<file path="config.mk">
export PLATFORM = sky130hd
export DESIGN_NAME = writebacker
export DESIGN_NICKNAME = d
export VERILOG_FILES = /design/src/rtl/def.sv /design/src/rtl/scoreboarder.sv /design/src/rtl/writebacker.sv
export SDC_FILE = /design/constraint.sdc
export NUM_CORES = 2
export LEC_CHECK = 0
export ABC_CLOCK_PERIOD_IN_PS = 11000
export CORE_MARGIN = 4
export CORE_UTILIZATION = 37
export DETAILED_ROUTE_END_ITERATION = 10
export HOLD_SLACK_MARGIN = 0.1
export PLACE_DENSITY_LB_ADDON = 0.3
export SLEW_MARGIN = 40
export SYNTH_ARGS = -nofsm -noshare
export SYNTH_HDL_FRONTEND = slang
export SYNTH_SLANG_ARGS = --single-unit
</file>
<file path="constraint.sdc">
create_clock -name CLK -period 11 [get_ports CLK]
set_input_delay 2.2 -clock CLK [delete_from_list [all_inputs] [get_ports CLK]]
set_output_delay 2.2 -clock CLK [all_outputs]
set_load 0.03 [all_outputs]
</file>
<file path="src/rtl/def.sv">
// Shared definitions for the register file / writeback block.
// Data width, register count and the register address type.
package def;

    localparam int XLEN = 32;
    localparam int NREG = 32;
    localparam int AW   = 5;

    typedef logic [AW-1:0] reg_addr_t;
    typedef logic [1:0]    pend_t;

    localparam pend_t PEND_MAX = 2'd3;

endpackage

</file>
<file path="src/rtl/scoreboarder.sv">
// Per-register pending-write counters and issue hazard detection.
// Also tracks orphan writebacks in a sticky error flag.
module scoreboarder
    import def::*;
#(
    parameter int NREG = def::NREG
) (
    input  logic      i_clk,
    input  logic      i_rst,
    input  logic      i_issue_valid,
    input  reg_addr_t i_rs1,
    input  reg_addr_t i_rs2,
    input  reg_addr_t i_rd,
    input  logic      i_we,
    input  logic      i_wb_valid,
    input  reg_addr_t i_wb_rd,
    input  logic      i_flush,
    output logic      o_ready,
    output logic      o_wb_err
);

    pend_t r_pend [NREG];
    pend_t w_nxt  [NREG];
    logic  r_wb_err;

    logic w_rs1_ok;
    logic w_rs2_ok;
    logic w_rd_ok;
    logic w_wb_hit;
    logic w_inc;
    logic w_dec;
    logic w_orphan;

    assign w_wb_hit = i_wb_valid && (i_wb_rd != '0);

    // A source with one outstanding write is fine if that write lands now.
    assign w_rs1_ok = (i_rs1 == '0) || (r_pend[i_rs1] == 2'd0) ||
                      ((r_pend[i_rs1] == 2'd1) && w_wb_hit &&
                       (i_wb_rd == i_rs1));
    assign w_rs2_ok = (i_rs2 == '0) || (r_pend[i_rs2] == 2'd0) ||
                      ((r_pend[i_rs2] == 2'd1) && w_wb_hit &&
                       (i_wb_rd == i_rs2));
    assign w_rd_ok  = !i_we || (i_rd == '0) || (r_pend[i_rd] != PEND_MAX);

    assign o_ready  = w_rs1_ok && w_rs2_ok && w_rd_ok && !i_flush;

    assign w_inc    = i_issue_valid && o_ready && i_we && (i_rd != '0);
    assign w_dec    = w_wb_hit && (r_pend[i_wb_rd] != 2'd0);
    assign w_orphan = w_wb_hit && (r_pend[i_wb_rd] == 2'd0);

    always_comb begin
        w_nxt = r_pend;
        if (w_inc) begin
            w_nxt[i_rd] = w_nxt[i_rd] + 2'd1;
        end
        if (w_dec) begin
            w_nxt[i_wb_rd] = w_nxt[i_wb_rd] - 2'd1;
        end
    end

    always_ff @(posedge i_clk) begin
        if (i_rst) begin
            for (int i = 0; i < NREG; i++) begin
                r_pend[i] <= '0;
            end
            r_wb_err <= 1'b0;
        end else begin
            if (w_orphan) begin
                r_wb_err <= 1'b1;
            end
            for (int i = 0; i < NREG; i++) begin
                r_pend[i] <= i_flush ? 2'd0 : w_nxt[i];
            end
        end
    end

    assign o_wb_err = r_wb_err;

endmodule

</file>
<file path="src/rtl/writebacker.sv">
// Architectural register file with writeback bypass and an
// issue scoreboard that stalls on pending source writes.
module writebacker
    import def::*;
#(
    parameter int XLEN = def::XLEN,
    parameter int NREG = def::NREG
) (
    input  logic            CLK,
    input  logic            RST,
    input  logic            ISSUE_VALID,
    input  reg_addr_t       ISSUE_RS1,
    input  reg_addr_t       ISSUE_RS2,
    input  reg_addr_t       ISSUE_RD,
    input  logic            ISSUE_WE,
    output logic            ISSUE_READY,
    output logic [XLEN-1:0] RS1_VAL,
    output logic [XLEN-1:0] RS2_VAL,
    input  logic            WB_VALID,
    input  reg_addr_t       WB_RD,
    input  logic [XLEN-1:0] WB_DATA,
    input  logic            FLUSH,
    output logic            WB_ERR
);

    logic [XLEN-1:0] r_rf [NREG];
    logic            w_wb_we;

    assign w_wb_we = WB_VALID && (WB_RD != '0);

    always_ff @(posedge CLK) begin
        if (RST) begin
            for (int i = 0; i < NREG; i++) begin
                r_rf[i] <= '0;
            end
        end else if (w_wb_we) begin
            r_rf[WB_RD] <= WB_DATA;
        end
    end

    // x0 is hardwired; otherwise a same-cycle writeback wins.
    always_comb begin
        RS1_VAL = r_rf[ISSUE_RS1];
        if (ISSUE_RS1 == '0) begin
            RS1_VAL = '0;
        end else if (w_wb_we && (WB_RD == ISSUE_RS1)) begin
            RS1_VAL = WB_DATA;
        end
    end

    always_comb begin
        RS2_VAL = r_rf[ISSUE_RS2];
        if (ISSUE_RS2 == '0) begin
            RS2_VAL = '0;
        end else if (w_wb_we && (WB_RD == ISSUE_RS2)) begin
            RS2_VAL = WB_DATA;
        end
    end

    scoreboarder #(
        .NREG (NREG)
    ) u_sb (
        .i_clk         (CLK),
        .i_rst         (RST),
        .i_issue_valid (ISSUE_VALID),
        .i_rs1         (ISSUE_RS1),
        .i_rs2         (ISSUE_RS2),
        .i_rd          (ISSUE_RD),
        .i_we          (ISSUE_WE),
        .i_wb_valid    (WB_VALID),
        .i_wb_rd       (WB_RD),
        .i_flush       (FLUSH),
        .o_ready       (ISSUE_READY),
        .o_wb_err      (WB_ERR)
    );

endmodule

</file>
==> impl_metrics.toml <==
[status]
outcome = "completed"

[logic_synthesis]
number_of_enable_type_register_cells_in_the_synthesized_netlist = 1024
post_synth_xor_area_fraction_pct = 0.185
synth_compound_gate_area_share_pct = 7.00
synth_fa_ha_area_share_pct = 0.0201
post_synth_instance_area_um2 = 62300
dominantRegCellSynth = "sky130_fd_sc_hd__edfxtp_1"
yosys-top-cells-area = "sky130_fd_sc_hd__edfxtp_1 (49%), sky130_fd_sc_hd__mux4_2 (16%), sky130_fd_sc_hd__and2_1 (10%), sky130_fd_sc_hd__mux2i_1 (5.4%), sky130_fd_sc_hd__clkbuf_1 (2.4%)"
async_flop_share_pct = 0
avgSynthCellArea_um2 = 13.0
syn-instance-count = 4808
post_synth_and_or_nand_nor_area_fraction_pct = 15.1
yosys.cell_types.count = 81
yosys-mux-area-fraction_pct = 23.0
synth.yosys.seq_area_share_pct = 51.4
ys.warnings.count = 0
synth_largest_type_area_fraction_pct = 49.3
synth_area_leader_cell = "sky130_fd_sc_hd__edfxtp_1"
synth.ff_latch_count = 1089
main_combinational_cell_family_by_area_after_synthesis = "multiplexers"

[power_and_ir_drop]
power.static_leakage_nw = 24.0
design_power_total_mw = 10.4
power_density_nw_per_um2 = 148
power.ir.vdd_worst_mv = 0.134

[floorplanning]
placementRows = 150
core_area_um2 = 167000
floorplan.io_pins = 124
die_width_um = 418
floorplan.initialDensity_pct = 37.2
die-area_um2 = 175000
die_h_um = 418

[timing]
fmaxAchievable_mhz = 117
layout_worst_path_cycle_share_pct = 77.8
setup-violations-final = 0
timing.setup.tns_ns = 0
clock-skew-final_ns = 0.0581
worst_slew_margin_rel_pct = 37.4
worst_slew_pin_slew_ns = 0.940
timing_hold_violations_final = 0
grt_setup_unrepaired = "false"
final_max_slew_viol_count = 0
final_period_minus_worst_setup_slack_ns = 8.56

[routing]
drt_first_iter_violations = 6385
drt-pass1-iter-count = 8
residual_antenna_violating_net_count_after_detailed_routing = 0
drt-vias-per-instance = 6.39
finalWirelength_um = 247000
vias = 45117
wl_per_cell_um = 35.0
drc = 0

[global_routing]
initial_antenna_violation_count = 23
first_global_vias = 43981
wire_length_of_the_first_global_routing_pass_um = 344000
grt_start_max_net_pins = 73
gr_overflow_total = 0
grt.total_usage_pct = 27.7

[setup_path]
critical-path-top-cell-by-count = "sky130_fd_sc_hd__clkdlybuf4s50_1"
crit_type = "in2out"
worst_path_dominant_cell_family = "buffers and inverters"
worst_path_max_delay_cell = "sky130_fd_sc_hd__clkdlybuf4s50_1"
required_worst_endpoint_ns = 8.80
cp-start-kind = "input pin"
timing.critical_path.depth = 9
worst_r2r_path_depth = 18
crit_arrival_ns = 6.36
critical_path.max_fanout = 35
cp_cell_instances = "clkdlybuf4s50_1, nor3_2, nand2_1, and3_4, buf_4, a211oi_1, a21oi_1, nor2_1, clkdlybuf4s50_1"
crit_path_end_kind = "output port"
crit_buf_inv = 3
critical-path-max-stage-delay_ns = 0.74

[clock_network]
worst_skew_pair.late_latency_ns = 0.78
cts.path.max_buffers = 3
cts.repair.resized = 0
clkSinkCount = 1089
cts_hold_buffers = 0
tritoncts_clock_tree = "yes"
ctsHtreeMaxLevel = 3
post-cts-setup-buffer-count = 0
cts_root_buffer = "sky130_fd_sc_hd__clkbuf_16"
tritoncts.num_buffers = 119
clk_pin_slew_worst_paths_ns = 0.07

[place]
gpl.final_weighted_congestion = 0.951
dp.final_hpwl_um = 146000
numPortBuffers = 123

[final_layout]
final_core_util_pct = 41.9
syn2layout_area_growth_pct = 12.5
nNetsFinal = 4807
most-common-layout-cells = "sky130_fd_sc_hd__edfxtp_1 (1024), sky130_fd_sc_hd__and2_1 (1001), sky130_fd_sc_hd__mux4_2 (431)"
layout.cells.most_common = "sky130_fd_sc_hd__edfxtp_1"
layout-drive-gt1-share_pct = 21.3

[flow_run]
maxCapViolCount = 0

[worst_hold_path]
hold_class = "reg2reg"
min_delay_path_depth = 2
==> final timing paths <==
check	startpoint	endpoint	slack, ns
worst max-delay path	WB_RD[2]	RS1_VAL[11]	2.44
worst min-delay path	u_sb.o_wb_err$_SDFFE_PP0P_	u_sb.o_wb_err$_SDFFE_PP0P_	0.48
worst max register to register	u_sb.r_pend[50]$_SDFF_PP0_	u_sb.r_pend[41]$_SDFF_PP0_	5.20
worst min register to register	u_sb.o_wb_err$_SDFFE_PP0P_	u_sb.o_wb_err$_SDFFE_PP0P_	0.48
==> cell families (layout without fill, tap and decap cells) <==
logic type | after synthesis | in the layout
AOI/OAI and AO/OA | 648 | 648
xor gates and xnor gates | 11 | 11
adders and majority gates | 1 | 1
buffers and inverters | 510 | 520
DFF | 1089 | 1089
muxes | 878 | 878
other | 1 | 38
and+or+nand+nor | 1670 | 1670
==> worst reg2reg max path, cell delays in order (launching register included) <==
cell,delay [ns]
sky130_fd_sc_hd__dfxtp_1,0.45
sky130_fd_sc_hd__mux2i_1,0.24
sky130_fd_sc_hd__o22ai_1,0.11
sky130_fd_sc_hd__nor4_1,0.46
sky130_fd_sc_hd__mux2_2,0.27
sky130_fd_sc_hd__clkinv_1,0.31
sky130_fd_sc_hd__ha_1,0.33
sky130_fd_sc_hd__a21oi_2,0.18
sky130_fd_sc_hd__o221ai_4,0.28
sky130_fd_sc_hd__buf_4,0.38
sky130_fd_sc_hd__nor3_2,0.32
sky130_fd_sc_hd__mux2_4,0.35
sky130_fd_sc_hd__a2111oi_2,0.41
sky130_fd_sc_hd__o2111ai_1,0.22
sky130_fd_sc_hd__or3_1,0.37
sky130_fd_sc_hd__buf_4,0.24
sky130_fd_sc_hd__xnor2_4,0.18
sky130_fd_sc_hd__buf_4,0.40
sky130_fd_sc_hd__o21ai_1,0.15
==> metal layers <==
| metal | vias up | GRT usage, % | routed length [um] |
|---|---|---|---|
| met2 | 3001 | 44.8 | 116000 |
| met4 | 8 | 13.8 | 13900 |
| met1 | 23258 | 36.1 | 92100 |
| li1 | 18162 | - | - |
| met3 | 688 | 4.76 | 25000 |
| met5 | - | 0 | 52 |
==> cell type report <==
type,instances,area (um^2)
Fill cell,15349,97300
Sequential cell,1089,32100
Multi-Input combinational cell,3240,28700
Clock buffer,150,3090
Timing Repair Buffer,294,2810
Tap cell,2204,2760
Clock inverter,72,687
Inverter,4,17.5
Antenna cell,6,15.0
==> power breakdown <==
part	switching [mW]	internal [mW]	total, mW
Clock	1.77	2.22	3.99
Combinational	0.948	0.568	1.52
Sequential	0.105	4.74	4.85
==> sequential cells by signal (all words and copies together), names as in the netlist <==
signal / cells
r_rf: 1024
u_sb.r_pend: 64
u_sb.o_wb_err: 1
==> synthesized netlist by cell type (5+ instances only) <==
library cell                  n
sky130_fd_sc_hd__a211oi_1    43
sky130_fd_sc_hd__a21oi_1    147
sky130_fd_sc_hd__a221o_1      8
sky130_fd_sc_hd__a221oi_1    73
sky130_fd_sc_hd__a22oi_1     53
sky130_fd_sc_hd__a31oi_1      6
sky130_fd_sc_hd__and2_1    1000
sky130_fd_sc_hd__buf_1       63
sky130_fd_sc_hd__buf_2       18
sky130_fd_sc_hd__buf_4       10
sky130_fd_sc_hd__buf_6       14
sky130_fd_sc_hd__clkbuf_1   401
sky130_fd_sc_hd__dfxtp_1     65
sky130_fd_sc_hd__edfxtp_1  1024
sky130_fd_sc_hd__mux2_2     109
sky130_fd_sc_hd__mux2i_1    336
sky130_fd_sc_hd__mux4_2     431
sky130_fd_sc_hd__nand2_1     97
sky130_fd_sc_hd__nand2b_1     5
sky130_fd_sc_hd__nand3_1     55
sky130_fd_sc_hd__nand3b_1    14
sky130_fd_sc_hd__nand4_1     11
sky130_fd_sc_hd__nor2_1     330
sky130_fd_sc_hd__nor2b_1     10
sky130_fd_sc_hd__nor3_1      31
sky130_fd_sc_hd__nor3_2       9
sky130_fd_sc_hd__nor4_1      16
sky130_fd_sc_hd__o211ai_1    50
sky130_fd_sc_hd__o21ai_0    106
sky130_fd_sc_hd__o21ai_1     13
sky130_fd_sc_hd__o221ai_1    17
sky130_fd_sc_hd__o22ai_1     63
sky130_fd_sc_hd__o31a_1      10
sky130_fd_sc_hd__o31ai_1     15
sky130_fd_sc_hd__or2_2       52
sky130_fd_sc_hd__or3_1        6
sky130_fd_sc_hd__or4_1        5
sky130_fd_sc_hd__xnor2_1      6
==> stage by stage <==
step / std cells / setup WS (ns) / cell area [um^2] / hold WS [ns]
2_1_floorplan: 4839 / 3.44 / 62500 / 0.502
3_3_place_gp: 6809 / 2.15 / 65900 / 0.457
3_5_place_dp: 6827 / 2.52 / 66200 / 0.468
4_1_cts: 7049 / 2.52 / 70000 / 0.485
5_1_grt: 7054 / 2.37 / 70100 / 0.533
6_report: 7059 / 2.44 / 70100 / 0.482
(Power assumes the default switching activity.)
